[src/rtl/rr_arbiter_param.sv]
// rr_arbiter_param: N-way arbiter with round-robin or fixed-priority selection and registered grants.
// Optional hold-limit preemption is compiled in when ARB_HOLD_LIMIT_EN is defined.
module rr_arbiter_param #(
    parameter  int N        = 4,
    parameter  int MAX_HOLD = 8,
    localparam int IDW      = $clog2(N)
) (
    input  logic           i_clk,
    input  logic           i_rst,
    input  logic [N-1:0]   i_req,
    input  logic           i_mode,
    output logic [N-1:0]   o_gnt,
    output logic [IDW-1:0] o_gnt_id,
    output logic           o_busy
);

    if (N < 2 || MAX_HOLD < 1) begin : g_param_check
        $error("rr_arbiter_param: requires N >= 2 and MAX_HOLD >= 1");
    end

    typedef enum logic [0:0] {
        ST_IDLE  = 1'b0,
        ST_GRANT = 1'b1
    } state_t;

    state_t         state_r, state_nxt_s;
    logic [N-1:0]   gnt_r, gnt_nxt_s;
    logic [IDW-1:0] gnt_id_r, gnt_id_nxt_s;
    logic [IDW-1:0] last_owner_r, last_owner_nxt_s;
    logic           busy_r;
    logic [N-1:0]   pool_s;
    logic [IDW-1:0] win_s;
    logic           owner_req_s;
    logic           preempt_s;

    // Round-robin scans upward from last+1 with wrap; fixed priority takes the lowest index.
    function automatic logic [IDW-1:0] pick_winner(input logic [N-1:0]   req,
                                                   input logic           mode,
                                                   input logic [IDW-1:0] last);
        logic [IDW-1:0] win;
        logic           found;
        int             idx;
        win   = {IDW{1'b0}};
        found = 1'b0;
        for (int k = 0; k < N; k++) begin
            idx = mode ? k : ((int'(last) + k + 1) % N);
            if (!found && req[idx]) begin
                win   = IDW'(idx);
                found = 1'b1;
            end
        end
        return win;
    endfunction

    // The current owner never competes in its own handoff; in IDLE gnt_r is zero.
    assign pool_s      = i_req & ~gnt_r;
    assign owner_req_s = |(i_req & gnt_r);
    assign win_s       = pick_winner(pool_s, i_mode, last_owner_r);

`ifdef ARB_HOLD_LIMIT_EN
    localparam int             HCW      = (MAX_HOLD > 1) ? $clog2(MAX_HOLD) : 1;
    localparam logic [HCW-1:0] HOLD_SAT = HCW'(MAX_HOLD - 1);

    logic [HCW-1:0] hold_cnt_r, hold_cnt_nxt_s;

    assign preempt_s = (state_r == ST_GRANT) && (hold_cnt_r == HOLD_SAT) && (|pool_s);

    // Hold counter: saturate while the owner keeps the grant, clear on every new grant.
    always_comb begin
        hold_cnt_nxt_s = {HCW{1'b0}};
        if (state_nxt_s == ST_GRANT && state_r == ST_GRANT && gnt_nxt_s == gnt_r) begin
            if (hold_cnt_r != HOLD_SAT) begin
                hold_cnt_nxt_s = hold_cnt_r + HCW'(1'b1);
            end else begin
                hold_cnt_nxt_s = hold_cnt_r;
            end
        end else begin
            hold_cnt_nxt_s = {HCW{1'b0}};
        end
    end

    // Hold counter register.
    always_ff @(posedge i_clk) begin
        if (i_rst) begin
            hold_cnt_r <= {HCW{1'b0}};
        end else begin
            hold_cnt_r <= hold_cnt_nxt_s;
        end
    end
`else
    assign preempt_s = 1'b0;
`endif

    // Next-state and next-grant decision.
    always_comb begin
        state_nxt_s      = state_r;
        gnt_nxt_s        = gnt_r;
        gnt_id_nxt_s     = gnt_id_r;
        last_owner_nxt_s = last_owner_r;
        case (state_r)
            ST_IDLE: begin
                if (|pool_s) begin
                    state_nxt_s      = ST_GRANT;
                    gnt_nxt_s        = {{(N-1){1'b0}}, 1'b1} << win_s;
                    gnt_id_nxt_s     = win_s;
                    last_owner_nxt_s = win_s;
                end else begin
                    state_nxt_s  = ST_IDLE;
                    gnt_nxt_s    = {N{1'b0}};
                    gnt_id_nxt_s = {IDW{1'b0}};
                end
            end
            ST_GRANT: begin
                if (owner_req_s && !preempt_s) begin
                    state_nxt_s = ST_GRANT;
                end else if (|pool_s) begin
                    // Direct handoff: no idle cycle between owners.
                    state_nxt_s      = ST_GRANT;
                    gnt_nxt_s        = {{(N-1){1'b0}}, 1'b1} << win_s;
                    gnt_id_nxt_s     = win_s;
                    last_owner_nxt_s = win_s;
                end else begin
                    state_nxt_s  = ST_IDLE;
                    gnt_nxt_s    = {N{1'b0}};
                    gnt_id_nxt_s = {IDW{1'b0}};
                end
            end
            default: begin
                state_nxt_s  = ST_IDLE;
                gnt_nxt_s    = {N{1'b0}};
                gnt_id_nxt_s = {IDW{1'b0}};
            end
        endcase
    end

    // State and registered output update.
    always_ff @(posedge i_clk) begin
        if (i_rst) begin
            state_r      <= ST_IDLE;
            gnt_r        <= {N{1'b0}};
            gnt_id_r     <= {IDW{1'b0}};
            last_owner_r <= IDW'(N - 1);
            busy_r       <= 1'b0;
        end else begin
            state_r      <= state_nxt_s;
            gnt_r        <= gnt_nxt_s;
            gnt_id_r     <= gnt_id_nxt_s;
            last_owner_r <= last_owner_nxt_s;
            busy_r       <= |gnt_nxt_s;
        end
    end

    assign o_gnt    = gnt_r;
    assign o_gnt_id = gnt_id_r;
    assign o_busy   = busy_r;

endmodule

[config.mk]
export PLATFORM = sky130hd
export DESIGN_NAME = rr_arbiter_param
export DESIGN_NICKNAME = d
export VERILOG_FILES = /design/src/rtl/rr_arbiter_param.sv
export SDC_FILE = /design/constraint.sdc
export NUM_CORES = 1
export LEC_CHECK = 0
export CORE_UTILIZATION = 52
export DETAILED_ROUTE_END_ITERATION = 6
export PLACE_DENSITY = 0.81
export SYNTH_ARGS = -nofsm -noshare
export SYNTH_HDL_FRONTEND = slang
export SYNTH_SLANG_ARGS = --single-unit
[constraint.sdc]
create_clock -name i_clk -period 3.5 [get_ports i_clk]
set_input_delay 0.525 -clock i_clk [delete_from_list [all_inputs] [get_ports i_clk]]
set_output_delay 0.525 -clock i_clk [all_outputs]
set_load 0.02 [all_outputs]
==> impl_metrics.csv, run 1 <==
group,metric,value,unit
timing,setup_viol,0,
worst_setup_path,crit_type,"primary input to flip-flop",
cells_and_area,diodes,0,
floorplan,row_count,12,
clocking,numCtsBuffers,3,
timing,rsz0062_at_grt,"false",
clocking,ctsHoldBuffers,0,
yosys,synth_cells,77,
yosys,synth_edf_count,0,
worst_setup_path,rr_endpoint,"o_gnt_id[0]$_SDFFE_PP0N_",
cells_and_area,final_common_cell,"clkdlybuf4s50_1",
floorplan,dieHeight,38.18,µm
worst_setup_path,cpMaxStageDelayCell,"clkdlybuf4s50_1",
cells_and_area,fillers,88,
timing,tns,0,ps
timing,worstMarginPinSlew,803.5,ps
worst_setup_path,crit_chain,"clkdlybuf4s50_1, nor2_4, o21ai_1, a211o_1, o31a_1, o21a_4, o41ai_2",
yosys,synth_seq_cells,10,
placed_design,pre_cts_slack,781.3,ps
clocking,post_cts_resized,0,
yosys,ys_seq_area_share,29.41,%
power_and_ir_drop,swShare,42.36,%
floorplan,die_w,38.18,µm
worst_setup_path,cp_max_fo,8,
worst_setup_path,critPathRequiredTime,3670,ps
hold_path,min_to,"o_gnt_id[1]$_SDFFE_PP0N_",
yosys,synth_area,680.7,µm²
yosys,ys_warn_count,0,
worst_setup_path,worst_setup_path_start_kind,"primary input",
global_routing,top_usage_layer,"met2",
routing,vias,653,
timing,drv_slew,0,
clocking,htreeDepth,1,
global_routing,grt_use_met1,30.29,%
power_and_ir_drop,p_comb_share,55.7,%
timing,relSlewSlack,45.94,%
timing,finalHoldViolCount,0,
global_routing,overflow,0,
run,cap_violations,0,
routing,dr.pass1.iters,4,
routing,drt_iter0_markers,12,
worst_setup_path,end_kind,"flip-flop",
worst_setup_path,rrSetupSlack,1490,ps
clocking,root_buffer,"clkbuf_4",
routing,wl_per_cell,14.14,µm
placed_design,place_hpwl,1142,µm
global_routing,use_met2,38.14,%
placed_design,globalplace.congestion,0.8256,
cells_and_area,area_growth,24.82,%
cells_and_area,stdcell_area,849.6,µm²
cells_and_area,utilization,73.48,%
clocking,post_cts_buffers,0,
routing,avgViaCountPerCell,6.160,
yosys,ys.flop_type,"dfxtp_1",
yosys,synth_nets,84,
yosys,synthArstFlopShare,0,%
timing,period_share,69.92,%
worst_setup_path,r2r-start,"last_owner_r[0]$_SDFFE_PP1P_",
cells_and_area,nets,100,
floorplan,top_level_ports,14,
clocking,insertion_delay,260,ps
worst_setup_path,arrival,2620,ps
floorplan,initial_utilization,58.87,%
routing,routed_wl,1499,µm
timing,fin_skew,3.052,ps
power_and_ir_drop,p_switching,288.2,µW
hold_path,min_path_type,"flip-flop to flip-flop",
yosys,yosysTopAreaCell,"dfxtp_1",
clocking,max-clock-path-buffers,2,
power_and_ir_drop,powerDensity,800.8,nW/µm²
floorplan,die_area,1458,µm²
hold_path,hold_depth,2,
clocking,cts_sinks,10,
yosys,synth_area_leaders,"dfxtp_1 (29%), a21oi_1 (4.4%), nor2b_1 (3.7%)",
routing,postRouteAntennaNets,0,
timing,worst_slack,1053,ps
worst_setup_path,max_stage_delay,540,ps
power_and_ir_drop,ir_worst_vdd,0.4262,mV
run_status,status,"complete, no violations",
hold_path,hp-start,"o_gnt_id[1]$_SDFFE_PP0N_",
yosys,ys_types,41,
global_routing,grt_pass1_vias,561,
routing,drc,0,
cells_and_area,final_cell_mix,"clkdlybuf4s50_1 (13), dfxtp_1 (10), a21oi_1 (6)",
worst_setup_path,r2r_cells,6,
yosys,avgSynthCellArea,8.840,µm²
placed_design,port_buffers,13,
global_routing,grtUsageMet3,1.744,%
floorplan,core_area,1156,µm²
clocking,cts_tree,"yes",
global_routing,grt_max_degree,13,
power_and_ir_drop,sequentialPowerShare,29.4,%
cells_and_area,final_layout_size_suffix_gt1_share,10.87,%
power_and_ir_drop,intPower,392.2,µW
power_and_ir_drop,power.clock.fraction,14.9,%
timing,fmax,0.4086,GHz
yosys,synth_top_area_share,29.41,%
clocking,clkSlewWorstSetupHoldPaths,70,ps
power_and_ir_drop,total_power,680.3,µW
timing,period_minus_slack,2447,ps
global_routing,grt_pass1_wl,2339,µm
global_routing,antenna_found_initial,0,
power_and_ir_drop,p_leak,0.0003139,µW
global_routing,grt_use_total,23.10,%
placed_design,placedInstanceArea,813.3,µm²
-- registers in the layout, summed over array words and instances (netlist names) --
signal        count
o_gnt_id          2
last_owner_r      2
o_busy            1
o_gnt             4
state_r           1
-- layer usage --
layer  vias up  part of all wire [%]
met4         0                  0.67
met2        15                    45
met5         -                     0
met1       309                    51
met3         3                   3.7
li1        326                     -
-- stage by stage --
step,cells,hold slack (ps)
floorplan,77,503.1
global placement,102,448.1
detailed placement,102,454.5
CTS,106,466.7
global route,106,490.4
finish,106,462.9
-- critical path, delay by kind of cell --
kind                   cells  cell delay (ps)
AND/OR/NAND/NOR            1              260
AO/OA/AOI/OAI              5             1300
buffers and inverters      1              540
-- synthesized netlist by cell type, types with 2 or more instances --
cell and count:
dfxtp_1 10, nand2_1 5, nor2b_1 4, nand2b_1 3, a22oi_1 2, a211oi_1 2
nor2_1 4, o211ai_1 2, a22o_1 2, a211o_1 2, inv_1 5, a21oi_1 6
nand3b_1 2
-- final cells by class --
type                            count  area (µm²)  area share, %
Clock buffer                        4       36.28          4.271
Inverter                            5       18.77          2.209
Timing Repair Buffer               13       130.1          15.32
Sequential cell                    10       200.2          23.56
Multi-Input combinational cell     60       446.7          52.58
Tap cell                           14       17.52          2.062
-- logic make-up (layout without fill, tap and decap cells) --
family	count (synthesis)	after routing	share of synthesized area, %
AO/OA/AOI/OAI	30	30	34.74
AND/OR/NAND/NOR	28	28	26.29
flip-flops	10	10	29.41
buffers and inverters	7	22	4.963
XOR/XNOR	1	1	1.287
multiplexers	1	1	3.309
-- power by group through the flow --
stage / sequential, µW / clock [µW] / combinational (µW)
5_1_grt: 205 / 109 / 407
3_3_place_gp: 199 / 0 / 374
3_5_place_dp: 201 / 0 / 376
6_report: 200 / 101 / 379
4_1_cts: 199 / 103 / 378
2_1_floorplan: 223 / 0 / 250
-- worst max path at each step --
stage                       from                  endpoint  slack [ps]  cells after the start
after floorplan           i_mode  o_gnt_id[0]$_SDFFE_PP0N_        1450                      6
after global placement    i_mode  o_gnt_id[0]$_SDFFE_PP0N_         810                      7
after detailed placement  i_mode  o_gnt_id[0]$_SDFFE_PP0N_         780                      7
after CTS                 i_mode  o_gnt_id[0]$_SDFFE_PP0N_        1050                      7
after global routing      i_mode  o_gnt_id[0]$_SDFFE_PP0N_         950                      7
final                     i_mode  o_gnt_id[0]$_SDFFE_PP0N_        1050                      7
Power figures use the tool's default switching activity.
==> run 2, diff against run 1 <==
- CORE_UTILIZATION: 52 -> 44
- PLACE_DENSITY: 0.81 -> 0.73
- clock period: 3.5 -> 2 ns (I/O delays scaled with it)
==> run 2 against run 1 <==
Effect of this change:
- core utilization decreased by 0.59 points
- critical endpoint is now last_owner_r[0]$_SDFFE_PP1P_
- final area rose by 17%
- cell count increased by 16%
- clock power up 73%
- die area up 17%
- combinational power rose by 110%
- setup slack lost 940 ps
- largest power group unchanged
- clock-buffer cell count stayed put
==> impl_metrics.csv, run 2 (same netlist as run 1, synthesis figures left out) <==
group,metric,value,unit
worst_setup_path,path_depth,7,
timing,drv_slew,0,
timing,whs,476.5,ps
worst_setup_path,r2r-start,"last_owner_r[0]$_SDFFE_PP1P_",
clocking,max-clock-path-buffers,2,
placed_design,port_buffers,13,
global_routing,grt_use_total,23.86,%
floorplan,die_area,1708,µm²
timing,period_minus_slack,1882,ps
power_and_ir_drop,ir_worst_vdd,0.8985,mV
worst_setup_path,cp_max_fo,3,
hold_path,min_path_type,"flip-flop to flip-flop",
timing,period_share,94.12,%
global_routing,antenna_found_initial,0,
clocking,insertion_delay,250,ps
worst_setup_path,arrival,2060,ps
power_and_ir_drop,intPower,783.6,µW
cells_and_area,area_growth,46.32,%
global_routing,grt_pass1_vias,647,
timing,relSlewSlack,70.43,%
cells_and_area,stdcell_area,996.0,µm²
worst_setup_path,critPathRequiredTime,2180,ps
timing,tns,0,ps
worst_setup_path,crit_type,"primary input to flip-flop",
floorplan,top_level_ports,14,
floorplan,row_count,13,
cells_and_area,seqCellArea,201.4,µm²
timing,fin_skew,3.358,ps
power_and_ir_drop,p_leak,0.0004160,µW
clocking,clkSlewWorstSetupHoldPaths,60,ps
clocking,htreeDepth,1,
power_and_ir_drop,powerDensity,1326,nW/µm²
cells_and_area,multi_input_area,469.2,µm²
power_and_ir_drop,p_comb_share,60.1,%
worst_setup_path,worst_setup_path_start_kind,"primary input",
clocking,post_cts_buffers,0,
routing,wl_per_cell,13.60,µm
cells_and_area,final_common_cell,"buf_4",
routing,drc,0,
worst_setup_path,max_stage_delay,490,ps
placed_design,place_hpwl,1338,µm
timing,finalHoldViolCount,0,
cells_and_area,final_layout_size_suffix_gt1_share,29.63,%
worst_setup_path,path_delay_family,"simple AND/OR/NAND/NOR gates",
clocking,cts_sinks,10,
floorplan,die_w,41.33,µm
worst_setup_path,rr_endpoint,"o_gnt[3]$_SDFF_PP0_",
power_and_ir_drop,sequentialPowerShare,26.6,%
run,cap_violations,0,
run_status,status,"complete, no violations",
clocking,ctsHoldBuffers,0,
global_routing,overflow,0,
routing,postRouteAntennaNets,0,
floorplan,initial_utilization,49.82,%
timing,fmax,0.5313,GHz
timing,setup_viol,0,
routing,drt_iter0_markers,12,
worst_setup_path,end_kind,"flip-flop",
floorplan,dieHeight,41.33,µm
power_and_ir_drop,swShare,40.68,%
timing,worstMarginPinSlew,439.5,ps
clocking,root_buffer,"clkbuf_4",
routing,routed_wl,1673,µm
placed_design,placedInstanceArea,934.6,µm²
global_routing,grt_max_degree,12,
worst_setup_path,rrSetupSlack,150,ps
clocking,numCtsBuffers,3,
worst_setup_path,cpMaxStageDelayCell,"or4_1",
worst_setup_path,cp_num_buf_inv,1,
power_and_ir_drop,power.clock.fraction,13.2,%
cells_and_area,diodes,0,
worst_setup_path,cp-endpoint,"last_owner_r[0]$_SDFFE_PP1P_",
worst_setup_path,crit_chain,"clkdlybuf4s50_1, nand2b_1, o21ai_2, a211o_1, or4_1, and4_1, o21bai_1",
power_and_ir_drop,p_switching,537.5,µW
global_routing,grt_pass1_wl,2656,µm
cells_and_area,final_cell_mix,"buf_4 (16), clkdlybuf4s50_1 (11), dfxtp_1 (9)",
routing,avgViaCountPerCell,5.715,
clocking,cts_tree,"yes",
cells_and_area,nets,116,
routing,dr.pass1.iters,4,
cells_and_area,fillers,109,
cells_and_area,largest_reg_flops,4,
worst_setup_path,crit_start,"i_req[2]",
timing,rsz0062_at_grt,"false",
floorplan,core_area,1366,µm²
worst_setup_path,r2r_cells,5,
routing,vias,703,
placed_design,globalplace.congestion,0.8209,
[run 2: worst min-delay path, stage by stage (launching register included)]
cell	delay [ps]
dfxtp_1	310
nand2_1	60
a21oi_1	60
[run 2: how the worst min path moves through the flow]
stage | start | end | depth (start not counted)
2_1_floorplan | i_rst | o_gnt[1]$_SDFF_PP0_ | 3
6_report | o_gnt_id[1]$_SDFFE_PP0N_ | o_gnt_id[1]$_SDFFE_PP0N_ | 2
3_3_place_gp | o_gnt_id[1]$_SDFFE_PP0N_ | o_gnt_id[1]$_SDFFE_PP0N_ | 2
5_1_grt | o_gnt_id[1]$_SDFFE_PP0N_ | o_gnt_id[1]$_SDFFE_PP0N_ | 2
3_5_place_dp | o_gnt_id[1]$_SDFFE_PP0N_ | o_gnt_id[1]$_SDFFE_PP0N_ | 2
4_1_cts | o_gnt_id[1]$_SDFFE_PP0N_ | o_gnt_id[1]$_SDFFE_PP0N_ | 2
[run 2: per-layer routing]
metal  global-route usage [%]  share of wire (%)  up-vias
met2                    41.41                 48       11
met3                    1.596                3.0        0
li1                         -                  -      362
met4                    9.677                  0        0
met5                        0                  0        -
met1                    30.49                 49      330
[run 2: cell type report]
type	count	area share [%]
Tap cell	15	1.884
Clock buffer	4	3.643
Timing Repair Buffer	29	25.25
Sequential cell	10	20.23
Inverter	5	1.884
Multi-Input combinational cell	60	47.11
[run 2: per-stage QoR]
stage,setup slack (ps),utilization (%),total power (µW),std cells
final,117.7,72.89,1321,123
after floorplan,43.47,-,826.8,77
after CTS,0.7589,71.89,1313,123
after global placement,-354.2,68.41,1107,119
after global routing,23.48,72.89,1418,123
after detailed placement,-392.7,68.41,1114,119
[run 2: what timing repair did]
action / CTS / global route
endpoints found under the setup margin: 6 / 4
resized for setup: 5 / 4
pin swaps: 4 / 3
[run 2: power groups by stage]
stage	registers, µW	clock network (µW)	logic, µW
2_1_floorplan	390	0	437
3_3_place_gp	341	0	766
3_5_place_dp	345	0	769
4_1_cts	345	181	787
5_1_grt	359	192	867
6_report	352	175	794
